### src/rtl/pio_cpl_tx_engine.sv
// PIO completion transmitter: reads the BAR register file for a captured
// memory-read request and emits a 3DW completion on the 64-bit AXI4-Stream TX port.
module pio_cpl_tx_engine #(
    parameter int unsigned RD_LATENCY = 2
) (
    input  logic        clk,
    input  logic        rst_n,
    input  logic        req_compl,
    input  logic        req_compl_wd,
    input  logic [2:0]  req_tc,
    input  logic        req_td,
    input  logic        req_ep,
    input  logic [1:0]  req_attr,
    input  logic [9:0]  req_len,
    input  logic [15:0] req_rid,
    input  logic [7:0]  req_tag,
    input  logic [7:0]  req_be,
    input  logic [13:0] req_addr,
    input  logic [15:0] completer_id,
    output logic [13:0] rd_addr,
    output logic [3:0]  rd_be,
    input  logic [31:0] rd_data,
    input  logic        s_axis_tx_tready,
    output logic        s_axis_tx_tvalid,
    output logic [63:0] s_axis_tx_tdata,
    output logic [7:0]  s_axis_tx_tkeep,
    output logic        s_axis_tx_tlast,
    output logic [3:0]  s_axis_tx_tuser,
    output logic        compl_done
);

    localparam int unsigned CNT_W = 3;

    localparam logic [1:0] ST_IDLE = 2'd0;
    localparam logic [1:0] ST_WAIT = 2'd1;
    localparam logic [1:0] ST_HDR  = 2'd2;
    localparam logic [1:0] ST_DATA = 2'd3;

    logic [1:0]       state_q,   state_d;
    logic [CNT_W-1:0] cnt_q,     cnt_d;
    logic             wd_q,      wd_d;
    logic [2:0]       tc_q,      tc_d;
    logic             td_q,      td_d;
    logic             ep_q,      ep_d;
    logic [1:0]       attr_q,    attr_d;
    logic [9:0]       len_q,     len_d;
    logic [15:0]      rid_q,     rid_d;
    logic [7:0]       tag_q,     tag_d;
    logic [31:0]      data_q,    data_d;
    logic [13:0]      rd_addr_d;
    logic [3:0]       rd_be_d;
    logic             tvalid_d;
    logic [63:0]      tdata_d;
    logic [7:0]       tkeep_d;
    logic             tlast_d;
    logic             compl_done_d;

    logic [11:0] byte_cnt;
    logic [1:0]  lo_addr;
    logic [31:0] dw0, dw1, dw2, payload;

    // last_be is meaningless for single-DW register reads
    logic unused_last_be;
    assign unused_last_be = ^req_be[7:4];

    assign s_axis_tx_tuser = 4'b0;

    // Byte count and low address bits implied by the first-DW byte enables
    always_comb begin
        byte_cnt = 12'd1;
        casez (rd_be)
            4'b1??1: byte_cnt = 12'd4;
            4'b01?1: byte_cnt = 12'd3;
            4'b1?10: byte_cnt = 12'd3;
            4'b0011: byte_cnt = 12'd2;
            4'b0110: byte_cnt = 12'd2;
            4'b1100: byte_cnt = 12'd2;
            default: byte_cnt = 12'd1;
        endcase
        lo_addr = 2'b00;
        casez (rd_be)
            4'b???1: lo_addr = 2'b00;
            4'b??10: lo_addr = 2'b01;
            4'b?100: lo_addr = 2'b10;
            4'b1000: lo_addr = 2'b11;
            default: lo_addr = 2'b00;
        endcase
    end

    // Completion header dwords and lane-swapped payload
    always_comb begin
        dw0 = {1'b0, (wd_q ? 2'b10 : 2'b00), 5'b01010, 1'b0, tc_q, 4'b0000,
               td_q, ep_q, attr_q, 2'b00, len_q};
        dw1 = {completer_id, 3'b000, 1'b0, byte_cnt};
        dw2 = {rid_q, tag_q, 1'b0, rd_addr[4:0], lo_addr};
        payload = {data_q[7:0], data_q[15:8], data_q[23:16], data_q[31:24]};
    end

    // Next-state and registered-output logic
    always_comb begin
        state_d      = state_q;
        cnt_d        = cnt_q;
        wd_d         = wd_q;
        tc_d         = tc_q;
        td_d         = td_q;
        ep_d         = ep_q;
        attr_d       = attr_q;
        len_d        = len_q;
        rid_d        = rid_q;
        tag_d        = tag_q;
        data_d       = data_q;
        rd_addr_d    = rd_addr;
        rd_be_d      = rd_be;
        tvalid_d     = s_axis_tx_tvalid;
        tdata_d      = s_axis_tx_tdata;
        tkeep_d      = s_axis_tx_tkeep;
        tlast_d      = s_axis_tx_tlast;
        compl_done_d = 1'b0;

        case (state_q)
            ST_IDLE: begin
                if (req_compl) begin
                    wd_d      = req_compl_wd;
                    tc_d      = req_tc;
                    td_d      = req_td;
                    ep_d      = req_ep;
                    attr_d    = req_attr;
                    len_d     = req_len;
                    rid_d     = req_rid;
                    tag_d     = req_tag;
                    rd_addr_d = req_addr;
                    rd_be_d   = req_be[3:0];
                    cnt_d     = '0;
                    state_d   = ST_WAIT;
                end
            end
            ST_WAIT: begin
                if (cnt_q == CNT_W'(RD_LATENCY - 1)) begin
                    data_d   = rd_data;
                    tvalid_d = 1'b1;
                    tlast_d  = 1'b0;
                    tkeep_d  = 8'hFF;
                    tdata_d  = {dw1, dw0};
                    state_d  = ST_HDR;
                end else begin
                    cnt_d = cnt_q + CNT_W'(1);
                end
            end
            ST_HDR: begin
                if (s_axis_tx_tready) begin
                    tlast_d = 1'b1;
                    tdata_d = {(wd_q ? payload : 32'h0), dw2};
                    tkeep_d = wd_q ? 8'hFF : 8'h0F;
                    state_d = ST_DATA;
                end
            end
            ST_DATA: begin
                if (s_axis_tx_tready) begin
                    tvalid_d     = 1'b0;
                    tlast_d      = 1'b0;
                    compl_done_d = 1'b1;
                    state_d      = ST_IDLE;
                end
            end
            default: state_d = ST_IDLE;
        endcase
    end

    // State and output registers, synchronous reset
    always_ff @(posedge clk) begin
        if (!rst_n) begin
            state_q          <= ST_IDLE;
            cnt_q            <= '0;
            wd_q             <= 1'b0;
            tc_q             <= '0;
            td_q             <= 1'b0;
            ep_q             <= 1'b0;
            attr_q           <= '0;
            len_q            <= '0;
            rid_q            <= '0;
            tag_q            <= '0;
            data_q           <= '0;
            rd_addr          <= '0;
            rd_be            <= '0;
            s_axis_tx_tvalid <= 1'b0;
            s_axis_tx_tdata  <= '0;
            s_axis_tx_tkeep  <= '0;
            s_axis_tx_tlast  <= 1'b0;
            compl_done       <= 1'b0;
        end else begin
            state_q          <= state_d;
            cnt_q            <= cnt_d;
            wd_q             <= wd_d;
            tc_q             <= tc_d;
            td_q             <= td_d;
            ep_q             <= ep_d;
            attr_q           <= attr_d;
            len_q            <= len_d;
            rid_q            <= rid_d;
            tag_q            <= tag_d;
            data_q           <= data_d;
            rd_addr          <= rd_addr_d;
            rd_be            <= rd_be_d;
            s_axis_tx_tvalid <= tvalid_d;
            s_axis_tx_tdata  <= tdata_d;
            s_axis_tx_tkeep  <= tkeep_d;
            s_axis_tx_tlast  <= tlast_d;
            compl_done       <= compl_done_d;
        end
    end

endmodule

### config.mk
export PLATFORM = sky130hd
export DESIGN_NAME = pio_cpl_tx_engine
export DESIGN_NICKNAME = d
export VERILOG_FILES = /design/src/rtl/pio_cpl_tx_engine.sv
export SDC_FILE = /design/constraint.sdc
export NUM_CORES = 1
export LEC_CHECK = 0
export CAP_MARGIN = 20
export CELL_PAD_IN_SITES_DETAIL_PLACEMENT = 1
export CELL_PAD_IN_SITES_GLOBAL_PLACEMENT = 1
export CORE_UTILIZATION = 37
export DETAILED_ROUTE_END_ITERATION = 12
export GPL_TIMING_DRIVEN = 0
export HOLD_SLACK_MARGIN = 0.1
export PLACE_DENSITY_LB_ADDON = 0.15
export REMOVE_ABC_BUFFERS = 1
export SLEW_MARGIN = 25
export SYNTH_ARGS = -nofsm -noshare
export SYNTH_HDL_FRONTEND = slang
export SYNTH_SLANG_ARGS = --single-unit
### constraint.sdc
create_clock -name clk -period 5.3 [get_ports clk]
set_input_delay 0.795 -clock clk [delete_from_list [all_inputs] [get_ports clk]]
set_output_delay 0.795 -clock clk [all_outputs]
set_load 0.01 [all_outputs]
==> impl_results.md <==
* Final Hold Viols at 0
* TritonCTS clock tree: yes
* CP Capture Type: flop
* Vias per cell at 5.10
* Largest net degree at the start of global routing at 97
* CTS clk-pin slew, worst paths at 0.06 ns
* Hold WC Path Type: reg -> reg
* I/O Pins at 213
* DP Worst Slack at 2.58 ns
* Crit Path Class: reg -> reg
* Tightest Pin Transition at 0.880 ns
* CTS H-Tree Depth at 4
* Req. time, crit path at 5.62 ns
* Yosys reg bits at 166
* Die area at between 0.015 and 0.02 mm^2
* Root Buffer: clkbuf_16
* Post-synth EDFFs at 0
* Antenna violations before repair at 0
* Post-synthesis sequential area ratio at 0.493
* Cell variety after synth at 44
* Data arrival time of the worst path at 2.79 ns
* Vias in the first global route at 6503
* Die width at 137 um
* Setup violators final at 0
* CTS Buffer Depth at 2
* Global-route wire length before repair at 31.7 mm
* Clk_lat worst skew at 0.42 ns
* Nets at 1059
* Top cells by count, synth: nand2_1 (236), dfxtp_1 (166), a21boi_0 (101)
* Setup bufs post-CTS at 0
* Crit-path cells: inv_1, ha_4, mux2i_2, a21o_4, a221oi_1, nor3b_1
* CP Max Fanout at 48
* Post_cts resized at 0
* Fraction of layout cells with a size suffix above 1 at 0.0516
* Maximum vdd drop at 0.238 mV
* Critical-path top delay cell: ha_4
* Synth top area cells: dfxtp_1 (49%), nand2_1 (13%), a21boi_0 (11%), mux2i_1 (2.4%), o211a_1 (2.4%)
* Most common cell in the netlist: nand2_1
* P&R area growth vs syn at 41.4%
* Cts bufs inserted at 17
* Core ar. at 0.0175 mm^2
* Fin crit period at 2.47 ns
* Post-route DRC at 0
* GP Congestion at 0.766
* Top_reg_cell synth: dfxtp_1
* Crit-path leading delay family: compound AO/OA/AOI/OAI gates
* Layout fillers at about 2000
* Post-Route WL at ~20 mm
* Wire length per cell at approximately 17 um
* Avg Cell Area, Syn at just under 9 um^2
* Syn. warnings at 0
* PnR worst setup slack at approximately 2.8 ns
* Max_cap viols at 0
* Leading area contributor after synthesis: dfxtp_1
* Hold-fix buffers at CTS at 0
* Critical path startpoint category: flop
* Gate Count Post-Synth at 774
* Post-DP HPWL at 13.2 mm
* Starting density of the core at 0.384
* Routed Antenna Nets at 0
* Outcome: complete, no violations
* P_leak at 0.00347 uW
* Clk_skew at 0.00875 ns
* CP bufs+invs at 1
* Fmax at between 400 and 500 MHz
* Fin crit share at 0.467
* Slew margin rel. at 0.412
* Post-Syn Area at between 0.006 and 0.007 mm^2
* # clock sinks at 166
* Post-synth ARST share at 0
* CP max stage delay at roughly 0.57 ns
* Initial drt markers at 278
* Via Count at approximately 6000
* Pre-Repair DR Iteration Count at 6
* Gr usage total at 0.216
* Die Y at 137 um
* RSZ-0062 raised after global routing: false
* Hold slack at 0.455 ns
* Yosys top cell area share at 0.493
* Final global-route overflow total at 0
* Power per Cell Area at 481 mW/mm^2
* Port bufs at 204
* FP Rows at 48
* Slew Limit Fails at 0
where the power goes:
| part | switching [uW] | internal (uW) | leakage, uW | total, uW |
|---|---|---|---|---|
| clock network | 498 | 686 | 0.000269 | 1180 |
| registers | 161 | 1510 | 0.00135 | 1670 |
| logic | 916 | 810 | 0.00185 | 1730 |
per-stage QoR:
| step | total power (uW) | setup TNS, ns | util | area (um^2) | instances |
|---|---|---|---|---|---|
| finish | 4580 | 0 | 0.543 | 9530 | 1175 |
| global route | 4860 | 0 | 0.543 | 9520 | 1174 |
| CTS | 4650 | 0 | 0.543 | 9520 | 1174 |
| detailed placement | 3440 | 0 | 0.511 | 8950 | 1142 |
| global placement | 3260 | -1.36 | 0.497 | 8720 | 1133 |
| floorplan | 2480 | 0 | - | 6390 | 704 |
worst reg2reg max path: stages (launching register included):
cell and delay [ns]:
dfxtp_1 0.34, inv_1 0.16, ha_4 0.57, mux2i_2 0.42, a21o_4 0.50, a221oi_1 0.13, nor3b_1 0.26
cells in the final DEF, fill, tap and decap left out, types with 2 or more instances in the layout:
master	n
o21a_1	2
o211ai_1	3
nand2_1	235
clkinv_4	2
nor2_1	25
mux2i_1	16
xnor2_1	2
buf_16	6
conb_1	4
a21oi_1	4
a211oi_1	4
clkinvlp_4	4
buf_6	3
nor3b_1	16
inv_1	5
a21boi_1	19
clkbuf_1	2
nor2b_1	2
a221oi_1	16
a21boi_0	101
o211a_1	16
clkdlybuf4s50_1	203
dfxtp_1	166
o21ai_0	10
clkbuf_16	17
ha_1	6
clkbuf_8	3
clkinv_2	2
nand2b_1	3
nand3_1	27
final cells by class:
class | count | area (um^2) | area share
sequential | 166 | 3320 | 0.349
timing repair buffer | 213 | 2250 | 0.236
clock inverter | 10 | 96.3 | 0.0101
inverter | 5 | 18.8 | 0.00197
tap | 225 | 282 | 0.0296
clock buffer | 22 | 474 | 0.0498
antenna | 1 | 2.50 | 0.000263
multi-input combinational | 533 | 3080 | 0.324
flip-flops by register name (all words and copies together), names as in the netlist, 2 cells and up:
name and count:
rd_addr 14, s_axis_tx_tdata 64, cnt_q 3, attr_q 2, tag_q 8, tc_q 3
len_q 10, rid_q 16, state_q 2, rd_be 4, s_axis_tx_tkeep 2, data_q 32
final timing paths:
path | start | endpoint | slack, ns | depth (start not counted)
setup / recovery | state_q[0]$_SDFFE_PN0P_ | s_axis_tx_tdata[59]$_SDFFE_PN0P_ | 2.83 | 6
hold / removal | s_axis_tx_tdata[39]$_SDFFE_PN0P_ | s_axis_tx_tdata[39]$_SDFFE_PN0P_ | 0.46 | 2
setup reg to reg | state_q[0]$_SDFFE_PN0P_ | s_axis_tx_tdata[59]$_SDFFE_PN0P_ | 2.83 | 6
hold reg to reg | s_axis_tx_tdata[39]$_SDFFE_PN0P_ | s_axis_tx_tdata[39]$_SDFFE_PN0P_ | 0.46 | 2
kinds of logic after synthesis:
kind of cell / synth area share
AOI/OAI and AO/OA: 0.211
xor gates and xnor gates: 0.00260
adders and majority gates: 0.0130
buffers and inverters: 0.0555
DFF: 0.493
muxes: 0.0258
other: 0.000557
and+or+nand+nor: 0.199
routing by layer:
metal	wire length, um	global-route usage	vias up
met1	8170	0.238	2892
met4	209	0.0739	0
met3	1500	0.0670	16
met5	0	0	-
li1	-	-	2920
met2	9880	0.390	167
No activity file was read; power rests on OpenSTA's default activity.
